## src/rtl/mdu_pkg.sv

```systemverilog
// ============================================================================
// mdu_pkg : shared types and constants for the iterative multiply/divide unit
// Revision: 1.0
// ============================================================================
`default_nettype none

package mdu_pkg;

  typedef enum logic [1:0] {
    MULT  = 2'd0,
    MULTU = 2'd1,
    DIV   = 2'd2,
    DIVU  = 2'd3
  } mdu_op_t;

  typedef enum logic [1:0] {
    IDLE = 2'd0,
    RUN  = 2'd1,
    DONE = 2'd2
  } mdu_state_t;

  localparam int MDU_ITER  = 32;
  localparam int MDU_CNT_W = $clog2(MDU_ITER);

  function automatic logic is_signed_op(input mdu_op_t op);
    return (op == MULT) || (op == DIV);
  endfunction

endpackage

`default_nettype wire

```

## src/rtl/mdu_div_core.sv

```systemverilog
// ============================================================================
// mdu_div_core : restoring divider, one quotient bit per enabled cycle
// Revision: 1.0
// ============================================================================
`default_nettype none

module mdu_div_core #(
  parameter int WIDTH = 32
) (
  input  logic             clk,
  input  logic             rst_n,
  input  logic             i_load,
  input  logic             i_en,
  input  logic [WIDTH-1:0] i_dividend,
  input  logic [WIDTH-1:0] i_divisor,
  output logic [WIDTH-1:0] o_quo_nxt,
  output logic [WIDTH-1:0] o_rem_nxt
);

  logic [WIDTH-1:0] r_quo;
  logic [WIDTH-1:0] r_rem;
  logic [WIDTH-1:0] r_div;
  logic [WIDTH:0]   w_shift;
  logic             w_ge;
  logic [WIDTH-1:0] w_sub;

  // The partial remainder is WIDTH+1 bits wide only after the shift; once the
  // trial subtraction succeeds it is again below the divisor and fits WIDTH.
  assign w_shift   = {r_rem, r_quo[WIDTH-1]};
  assign w_ge      = (w_shift >= {1'b0, r_div});
  assign w_sub     = w_shift[WIDTH-1:0] - r_div;
  assign o_rem_nxt = w_ge ? w_sub : w_shift[WIDTH-1:0];
  assign o_quo_nxt = {r_quo[WIDTH-2:0], w_ge};

  always_ff @(posedge clk or negedge rst_n) begin
    if (!rst_n) begin
      r_quo <= '0;
      r_rem <= '0;
      r_div <= '0;
    end else if (i_load) begin
      r_quo <= i_dividend;
      r_rem <= '0;
      r_div <= i_divisor;
    end else if (i_en) begin
      r_quo <= o_quo_nxt;
      r_rem <= o_rem_nxt;
    end
  end

endmodule

`default_nettype wire

```

## src/rtl/mul_div_unit.sv

```systemverilog
// ============================================================================
// mul_div_unit : iterative MULT/MULTU/DIV/DIVU unit with HI/LO registers.
// Build option: MDU_FAST_MUL_EN gives single-cycle combinational multiplies.
// Revision: 1.0
// ============================================================================
`default_nettype none

module mul_div_unit
  import mdu_pkg::*;
#(
  parameter int WIDTH = 32
) (
  input  logic             clk,
  input  logic             rst_n,
  input  logic             start,
  input  logic [1:0]       op,
  input  logic [WIDTH-1:0] Data1,
  input  logic [WIDTH-1:0] Data2,
  input  logic             hi_we,
  input  logic             lo_we,
  input  logic [WIDTH-1:0] wdata,
  output logic             busy,
  output logic             done,
  output logic [WIDTH-1:0] hi,
  output logic [WIDTH-1:0] lo
);

  mdu_state_t             r_state;
  logic [MDU_CNT_W-1:0]   r_cnt;
  logic                   r_is_mul;
  logic                   r_neg_q;
  logic                   r_neg_r;
  logic                   r_dz;
  logic [2*WIDTH-1:0]     r_acc;
  logic [WIDTH-1:0]       r_mcand;
  logic [WIDTH-1:0]       r_hi;
  logic [WIDTH-1:0]       r_lo;

  mdu_op_t                w_op;
  logic                   w_sgn;
  logic                   w_s1;
  logic                   w_s2;
  logic [WIDTH-1:0]       w_mag1;
  logic [WIDTH-1:0]       w_mag2;
  logic                   w_is_mul_in;
  logic                   w_can_launch;
  logic                   w_fast_go;
  logic [2*WIDTH-1:0]     w_fast_prod;
  logic                   w_last;
  logic [WIDTH:0]         w_mul_sum;
  logic [2*WIDTH-1:0]     w_acc_nxt;
  logic [2*WIDTH-1:0]     w_prod;
  logic [WIDTH-1:0]       w_quo_nxt;
  logic [WIDTH-1:0]       w_rem_nxt;
  logic [WIDTH-1:0]       w_div_hi;
  logic [WIDTH-1:0]       w_div_lo;
  logic [WIDTH-1:0]       w_res_hi;
  logic [WIDTH-1:0]       w_res_lo;

  // Launch decode: operands reduced to magnitudes plus sign flags.
  assign w_op         = mdu_op_t'(op);
  assign w_sgn        = is_signed_op(w_op);
  assign w_s1         = w_sgn & Data1[WIDTH-1];
  assign w_s2         = w_sgn & Data2[WIDTH-1];
  assign w_mag1       = w_s1 ? (~Data1 + 1'b1) : Data1;
  assign w_mag2       = w_s2 ? (~Data2 + 1'b1) : Data2;
  assign w_is_mul_in  = ~op[1];
  assign w_can_launch = start && (r_state != RUN);

`ifdef MDU_FAST_MUL_EN
  logic [2*WIDTH-1:0] w_fast_mag;
  assign w_fast_mag  = {{WIDTH{1'b0}}, w_mag1} * {{WIDTH{1'b0}}, w_mag2};
  assign w_fast_prod = (w_s1 ^ w_s2) ? (~w_fast_mag + 1'b1) : w_fast_mag;
  assign w_fast_go   = w_can_launch & w_is_mul_in;
`else
  assign w_fast_prod = '0;
  assign w_fast_go   = 1'b0;
`endif

  // Shift-add step: add multiplicand into the upper half when LSB set, then
  // shift the whole 65-bit {carry, acc} right by one.
  assign w_mul_sum = {1'b0, r_acc[2*WIDTH-1:WIDTH]}
                   + {1'b0, (r_acc[0] ? r_mcand : {WIDTH{1'b0}})};
  assign w_acc_nxt = {w_mul_sum, r_acc[WIDTH-1:1]};

  mdu_div_core #(
    .WIDTH(WIDTH)
  ) u_div (
    .clk       (clk),
    .rst_n     (rst_n),
    .i_load    (w_can_launch & ~w_fast_go),
    .i_en      ((r_state == RUN) & ~r_is_mul),
    .i_dividend(w_mag1),
    .i_divisor (w_mag2),
    .o_quo_nxt (w_quo_nxt),
    .o_rem_nxt (w_rem_nxt)
  );

  // Final results are taken from the last step's next values so HI/LO load
  // on the same edge that enters DONE.
  assign w_last   = (r_state == RUN) && (r_cnt == MDU_CNT_W'(MDU_ITER - 1));
  assign w_prod   = r_neg_q ? (~w_acc_nxt + 1'b1) : w_acc_nxt;
  assign w_div_lo = r_dz ? {WIDTH{1'b1}}
                         : (r_neg_q ? (~w_quo_nxt + 1'b1) : w_quo_nxt);
  // With a zero divisor the remainder path reproduces the dividend exactly.
  assign w_div_hi = r_neg_r ? (~w_rem_nxt + 1'b1) : w_rem_nxt;
  assign w_res_hi = r_is_mul ? w_prod[2*WIDTH-1:WIDTH] : w_div_hi;
  assign w_res_lo = r_is_mul ? w_prod[WIDTH-1:0]       : w_div_lo;

  always_ff @(posedge clk or negedge rst_n) begin
    if (!rst_n) begin
      r_state  <= IDLE;
      r_cnt    <= '0;
      r_is_mul <= 1'b0;
      r_neg_q  <= 1'b0;
      r_neg_r  <= 1'b0;
      r_dz     <= 1'b0;
      r_acc    <= '0;
      r_mcand  <= '0;
      r_hi     <= '0;
      r_lo     <= '0;
    end else begin
      case (r_state)
        RUN: begin
          if (r_is_mul) begin
            r_acc <= w_acc_nxt;
          end
          r_cnt <= r_cnt + 1'b1;
          if (w_last) begin
            r_state <= DONE;
            r_hi    <= w_res_hi;
            r_lo    <= w_res_lo;
          end
        end
        default: begin
          if (hi_we) begin
            r_hi <= wdata;
          end
          if (lo_we) begin
            r_lo <= wdata;
          end
          // Later assignments override the MTHI/MTLO writes above.
          if (w_fast_go) begin
            r_state <= DONE;
            r_hi    <= w_fast_prod[2*WIDTH-1:WIDTH];
            r_lo    <= w_fast_prod[WIDTH-1:0];
          end else if (start) begin
            r_state  <= RUN;
            r_cnt    <= '0;
            r_is_mul <= w_is_mul_in;
            r_neg_q  <= w_s1 ^ w_s2;
            r_neg_r  <= w_s1 & ~w_is_mul_in;
            r_dz     <= (Data2 == '0);
            r_acc    <= {{WIDTH{1'b0}}, w_mag2};
            r_mcand  <= w_mag1;
          end else begin
            r_state <= IDLE;
          end
        end
      endcase
    end
  end

  assign busy = (r_state == RUN);
  assign done = (r_state == DONE);
  assign hi   = r_hi;
  assign lo   = r_lo;

endmodule

`default_nettype wire
```

## config.mk

```make
export PLATFORM = sky130hd
export DESIGN_NAME = mul_div_unit
export DESIGN_NICKNAME = d
export VERILOG_FILES = /design/src/rtl/mdu_pkg.sv /design/src/rtl/mdu_div_core.sv /design/src/rtl/mul_div_unit.sv
export SDC_FILE = /design/constraint.sdc
export NUM_CORES = 1
export LEC_CHECK = 0
export CAP_MARGIN = 20
export CORE_ASPECT_RATIO = 0.7
export CORE_UTILIZATION = 60
export DETAILED_ROUTE_END_ITERATION = 12
export PLACE_DENSITY = 0.82
export RECOVER_POWER = 100
export SKIP_CTS_REPAIR_TIMING = 1
export SYNTH_ARGS = -nofsm -noshare
export SYNTH_HDL_FRONTEND = slang
export SYNTH_SLANG_ARGS = --single-unit
```

## constraint.sdc

```tcl
create_clock -name clk -period 13.1 [get_ports clk]
set_clock_uncertainty 0.15 [all_clocks]
set_input_delay 1.31 -clock clk [delete_from_list [all_inputs] [get_ports clk]]
set_output_delay 1.31 -clock clk [all_outputs]
set_load 0.005 [all_outputs]
```

---- Word level (Yosys, flattened, before mapping) ----
Cells that the tools add are included.
storage, ports and cells
  bits in registers ....................... 267
  bits of input ports ..................... 103
  output and inout bits ................... 66
  logic and storage cells ................. 83
operators by class
  add/subtract/negate cells ............... 8
  magnitude comparators ................... 1
  eq/ne operators ......................... 7
  muxes and demuxes ....................... 28
  bitwise gates (word level) .............. 13
  reductions and logical operators ........ 13
operators with widths
  cell                                                              number
  32-bit two-way mux                                                19
  64-bit two-way mux                                                4
  32-bit by 1-bit adder with 32-bit output (second input constant)  4
  32-bit NOT                                                        4
  64-bit by 1-bit adder with 64-bit output (second input constant)  1
  64-bit NOT                                                        1
  32-bit by 32-bit adder with 33-bit output                         1
  33-bit by 32-bit greater-or-equal comparator with 1-bit output    1
  32-bit logical NOT                                                1
  32-bit subtractor                                                 1
  5-bit two-way mux                                                 2
  2-bit AND reduction                                               4
  2-bit nonzero test                                                4
  2-bit by 1-bit != test with 1-bit output (second input constant)  3
  5-bit by 1-bit adder with 5-bit output (second input constant)    1
  5-bit == test (second input constant)                             1
  1-bit AND                                                         4
  2-bit == test (second input constant)                             2
  2-bit two-way mux                                                 2
  1-bit NOT                                                         3
  2-bit by 1-bit == test with 1-bit output (second input constant)  1
  1-bit logical AND                                                 2
  2-bit logical NOT                                                 1
  1-bit logical OR                                                  1
  2 further kinds                                                   2

---- Logic depth before layout (Yosys ltp) ----
  word-level depth ........................ 8
  mapped depth ............................ 22
  gate-level depth less buffers ........... 18

---- By module ----
Synthesis repeated with hierarchy kept, for this count alone.
second synthesis, totals
  cell total of the unflattened synthesis .. 2,395
  area total of the unflattened synthesis .. 19,826.5 um2
by module, submodules not included
  module        times used  cells an instance  area each (um2)  seq. area each (um2)
  mul_div_unit  1           1,662              13,407.9         4,279.1
  mdu_div_core  1           733                6,418.7          2,402.3

---- Least setup slack after synthesis ----
OpenSTA, ideal clock, no wires.
  path kind ............................... register to register
  start ................................... reg u_div.r_rem[5]
  end ..................................... reg r_hi[30], in the netlist hi[30]
  library setup time ...................... 0.090 ns
  data arrival time ....................... 4.855 ns
  required time ........................... 12.860 ns
  path slack .............................. 8.005 ns
  stages on the path, launching flop included .. 19
  buffers on the path ..................... 3
  clock period less this slack ............ 5.095 ns
  cells stage by stage .................... dfrtp_1 -> ha_1 -> a21o_1 -> a31o_1 -> a21o_1 -> o31ai_2 -> nand2_2 -> buf_2 -> buf_2 -> buf_1 -> o21ai_0 -> ha_1 -> nand3_1 -> o41ai_1 -> nand3_1 -> or4_4 -> nor3_1 -> mux2_1 -> o221ai_1
on the way
  cells in the longest elaborated chain, start to end .. 8
  elaborated cells between the ends (all ways) .. 9
  classes of those cells .................. 2 x add/sub; 1 x order compare; 5 x mux; 1 x bitwise
ends and longest elaborated chain
  element                                                                                                     line                                    source
  start, declared                                                                                             mdu_div_core.sv:21                      logic [WIDTH-1:0] r_rem;
  start signal, assigned                                                                                      mdu_div_core.sv:46                      r_rem <= o_rem_nxt;
  32-bit subtractor / 33-bit by 32-bit greater-or-equal comparator with 1-bit output (equally long branches)  mdu_div_core.sv:31, mdu_div_core.sv:30
  32-bit two-way mux *                                                                                        mdu_div_core.sv:32                      assign o_rem_nxt = w_ge ? w_sub : w_shift[WIDTH-1:0];
  32-bit NOT                                                                                                  mul_div_unit.sv:106                     assign w_div_hi = r_neg_r ? (~w_rem_nxt + 1'b1) : w_rem_nxt;
  32-bit by 1-bit adder with 32-bit output                                                                    mul_div_unit.sv:106
  32-bit two-way mux *                                                                                        mul_div_unit.sv:106
  32-bit two-way mux *                                                                                        mul_div_unit.sv:107                     assign w_res_hi = r_is_mul ? w_prod[2*WIDTH-1:WIDTH] : w_div_hi;
  32-bit two-way mux *                                                                                        mul_div_unit.sv:129                     if (w_last) begin
  32-bit two-way mux *                                                                                        mul_div_unit.sv:123                     case (r_state)
  end signal, assigned                                                                                        mul_div_unit.sv:131                     r_hi <= w_res_hi;
  end signal, assigned                                                                                        mul_div_unit.sv:137                     r_hi <= wdata;
  end signal, assigned                                                                                        mul_div_unit.sv:145                     r_hi <= w_fast_prod[2*WIDTH-1:WIDTH];
  end, declared                                                                                               mul_div_unit.sv:36                      logic [WIDTH-1:0] r_hi;
Every way passes the cells marked *; elsewhere a longest branch is shown, timed or not. The select of a mux whose other input is x is not followed.
A chain may end at the register's enable or synchronous reset.

---- Final worst setup path ----
  start ................................... in start
  end ..................................... reg u_div.r_div[1]
on the way
  cells in the longest elaborated chain, start to end .. 1
ends and longest elaborated chain
  element               line                source
  start, declared       mul_div_unit.sv:15  input logic start,
  1-bit logical AND     mul_div_unit.sv:68  assign w_can_launch = start && (r_state != RUN);
  end signal, assigned  mdu_div_core.sv:43  r_div <= i_divisor;
  end, declared         mdu_div_core.sv:22  logic [WIDTH-1:0] r_div;
Every way passes these cells.

==> flow_summary.ini <==
[status]
status = finished, violations left
failed_checks = capacitance limit, slew limit

[finish]
nNetsFinal = 2613
fin_util_pct = 70.3
regArea_sq_um = 6680
diodes = 0
num-fill-cells = 2538
multi_input_area_sq_um = 12000
fin_area_sq_um = 22200
syn_to_final_growth_pct = 13.7
drive_above_1_share_pct = 3.91

[synthesis]
yosys-top-cells-area = dfrtp_1 (34%), a21oi_1 (5.7%), nand2_1 (5.2%), xor2_1 (5.0%), ha_1 (4.5%)
ys_ff_latch = 267
synthCells = 2362
seq_area_frac_synth_pct = 34.2
async_reset_ff_share_pct = 100
synth_top_area_share_pct = 34.2
yosysWarnings = 0
synth_flop_cell = dfrtp_1
yosysMostFrequentCell = nand2_1
synth_area_sq_um = 19500
avgSynthCellArea_sq_um = 8.28
synth_cell_type_count = 90
synth_edf_count = 0
syn_nets = 2538
post-synth-top-area-cell = dfrtp_1
synthTopCellsByCount = nand2_1 (273), dfrtp_1 (267), a21oi_1 (222)

[grt]
grt_usage_pct = 44.9
grt-ovfl-total = 0
grt_pass1_wl_mm = 113
antenna_found_initial = 4
grt_pass1_vias = 18259
grt_max_degree = 165

[critical_path]
timing.rr.start = r_state[0]
crit_chain = dlygate4sd3_1 -> and2_0 -> clkbuf_1 -> o211ai_1 -> a21boi_0
path_buf_inv = 2
worstSetupPathType = primary input to flop
arrival_ps = 9360
worst-endpoint-required_ps = 13320
slowest_delay_ps = 3620
critPathCaptureType = flop
crit_start = start
crit_family = simple AND/OR/NAND/NOR gates
slowest_stage = and2_0
crit_fanout = 89
startpoint_type = primary input

[sta]
max_slew_margin_pct = -283
whs_ps = 326
tns_ps = 0
period_needed_ps = 9140
max_freq_ghz = 0.109
slew_violations = 536
hold_viol = 0
worstMarginPinSlew_ps = 5740
setup_violations = 0
period_share_pct = 69.8
rsz0062_at_grt = no

[placed_design]
gp_congestion = 1.07
hpwl_mm = 57.8
dpl_cell_area_sq_um = 21400
io_buffers = 168

[clocking]
clock_sinks = 267
clock_latency_ps = 590
cts_tree = done
cts_root_buffer = clkbuf_16
cts_buffers = 28
clkTransAtPathRegs_ps = 60
h-tree-depth = 1
cts_buffer_depth = 3

[min_path]
min-delay-start = r_mcand[6]
hold_class = flop to flop

[floorplanning]
die-area_sq_um = 33300
die_x_um = 218
core_area_sq_um = 31600
pin_count = 169
rows = 54
die_h_um = 153
initial_utilization_pct = 61.8

[route]
drtIter0Drc = 3293
ant_nets = 0
wl_per_cell_um = 26.3
wl_mm = 75.7
route.detailed.drc = 0
firstDrtPassIters = 6
vias = 20174
vias_per_cell = 7.01

[run]
cap_violations = 10
layout by cell type, fill, tap and decap left out, types with 69 or more instances in the layout:
cell	count
nand2_1	273
dfrtp_1	265
a21oi_1	222
o21ai_0	176
nor2_1	158
xor2_1	112
xnor2_1	101
clkdlybuf4s50_1	98
ha_1	71
dlygate4sd3_1	69
cell type report:
type | count | share of cell area [%]
repair buffers | 194 | 8.28
flip-flops and latches | 267 | 30.1
well taps | 420 | 2.36
clock buffers | 39 | 3.75
inverters | 63 | 1.06
clock inverters | 12 | 0.467
multi-input cells | 1883 | 54.0
path summary, 6_finish.rpt:
check,depth (start not counted),endpoint,slack [ps]
setup / recovery,5,u_div.r_div[1],3960
hold / removal,1,r_mcand[6],330
setup reg to reg,6,u_div.r_div[1],4070
hold reg to reg,1,r_mcand[6],330
max in group asynchronous,1,r_neg_q,6420
min in group asynchronous,1,r_cnt[2],2680
state kept, by name, indices dropped and copies added, names as in the netlist:
| name | count |
|---|---|
| r_acc | 64 |
| r_neg_q | 1 |
| r_dz | 1 |
| r_state | 2 |
| r_cnt | 5 |
| u_div.r_quo | 32 |
| r_neg_r | 1 |
| hi | 32 |
| r_mcand | 32 |
| u_div.r_rem | 32 |
| u_div.r_div | 32 |
| lo | 32 |
| r_is_mul | 1 |
logic make-up after synthesis:
| kind of cell | Yosys count | synth area share [%] |
|---|---|---|
| buffers and inverters | 212 | 4.31 |
| muxes | 34 | 1.79 |
| and+or+nand+nor | 744 | 18.5 |
| adders and majority gates | 73 | 4.75 |
| xor gates and xnor gates | 213 | 9.54 |
| DFF | 267 | 34.2 |
| AOI/OAI and AO/OA | 819 | 27.0 |
per-stage QoR:
step	std cells	setup slack (ps)
after CTS	2876	7420
after detailed placement	2825	7460
after global placement	2825	7740
final	2878	3960
after floorplan	2362	8000
after global routing	2878	3560
layer usage:
metal  global-route usage (%)  routed length [um]
met1                     66.6               31700
met2                     59.7               29200
met3                     19.3               12600
met4                     9.66                2080
met5                        0                  23
Power is left out: the tool's default activity adds up to more than one toggle a clock period on the data nets, which glitch-free logic cannot reach.
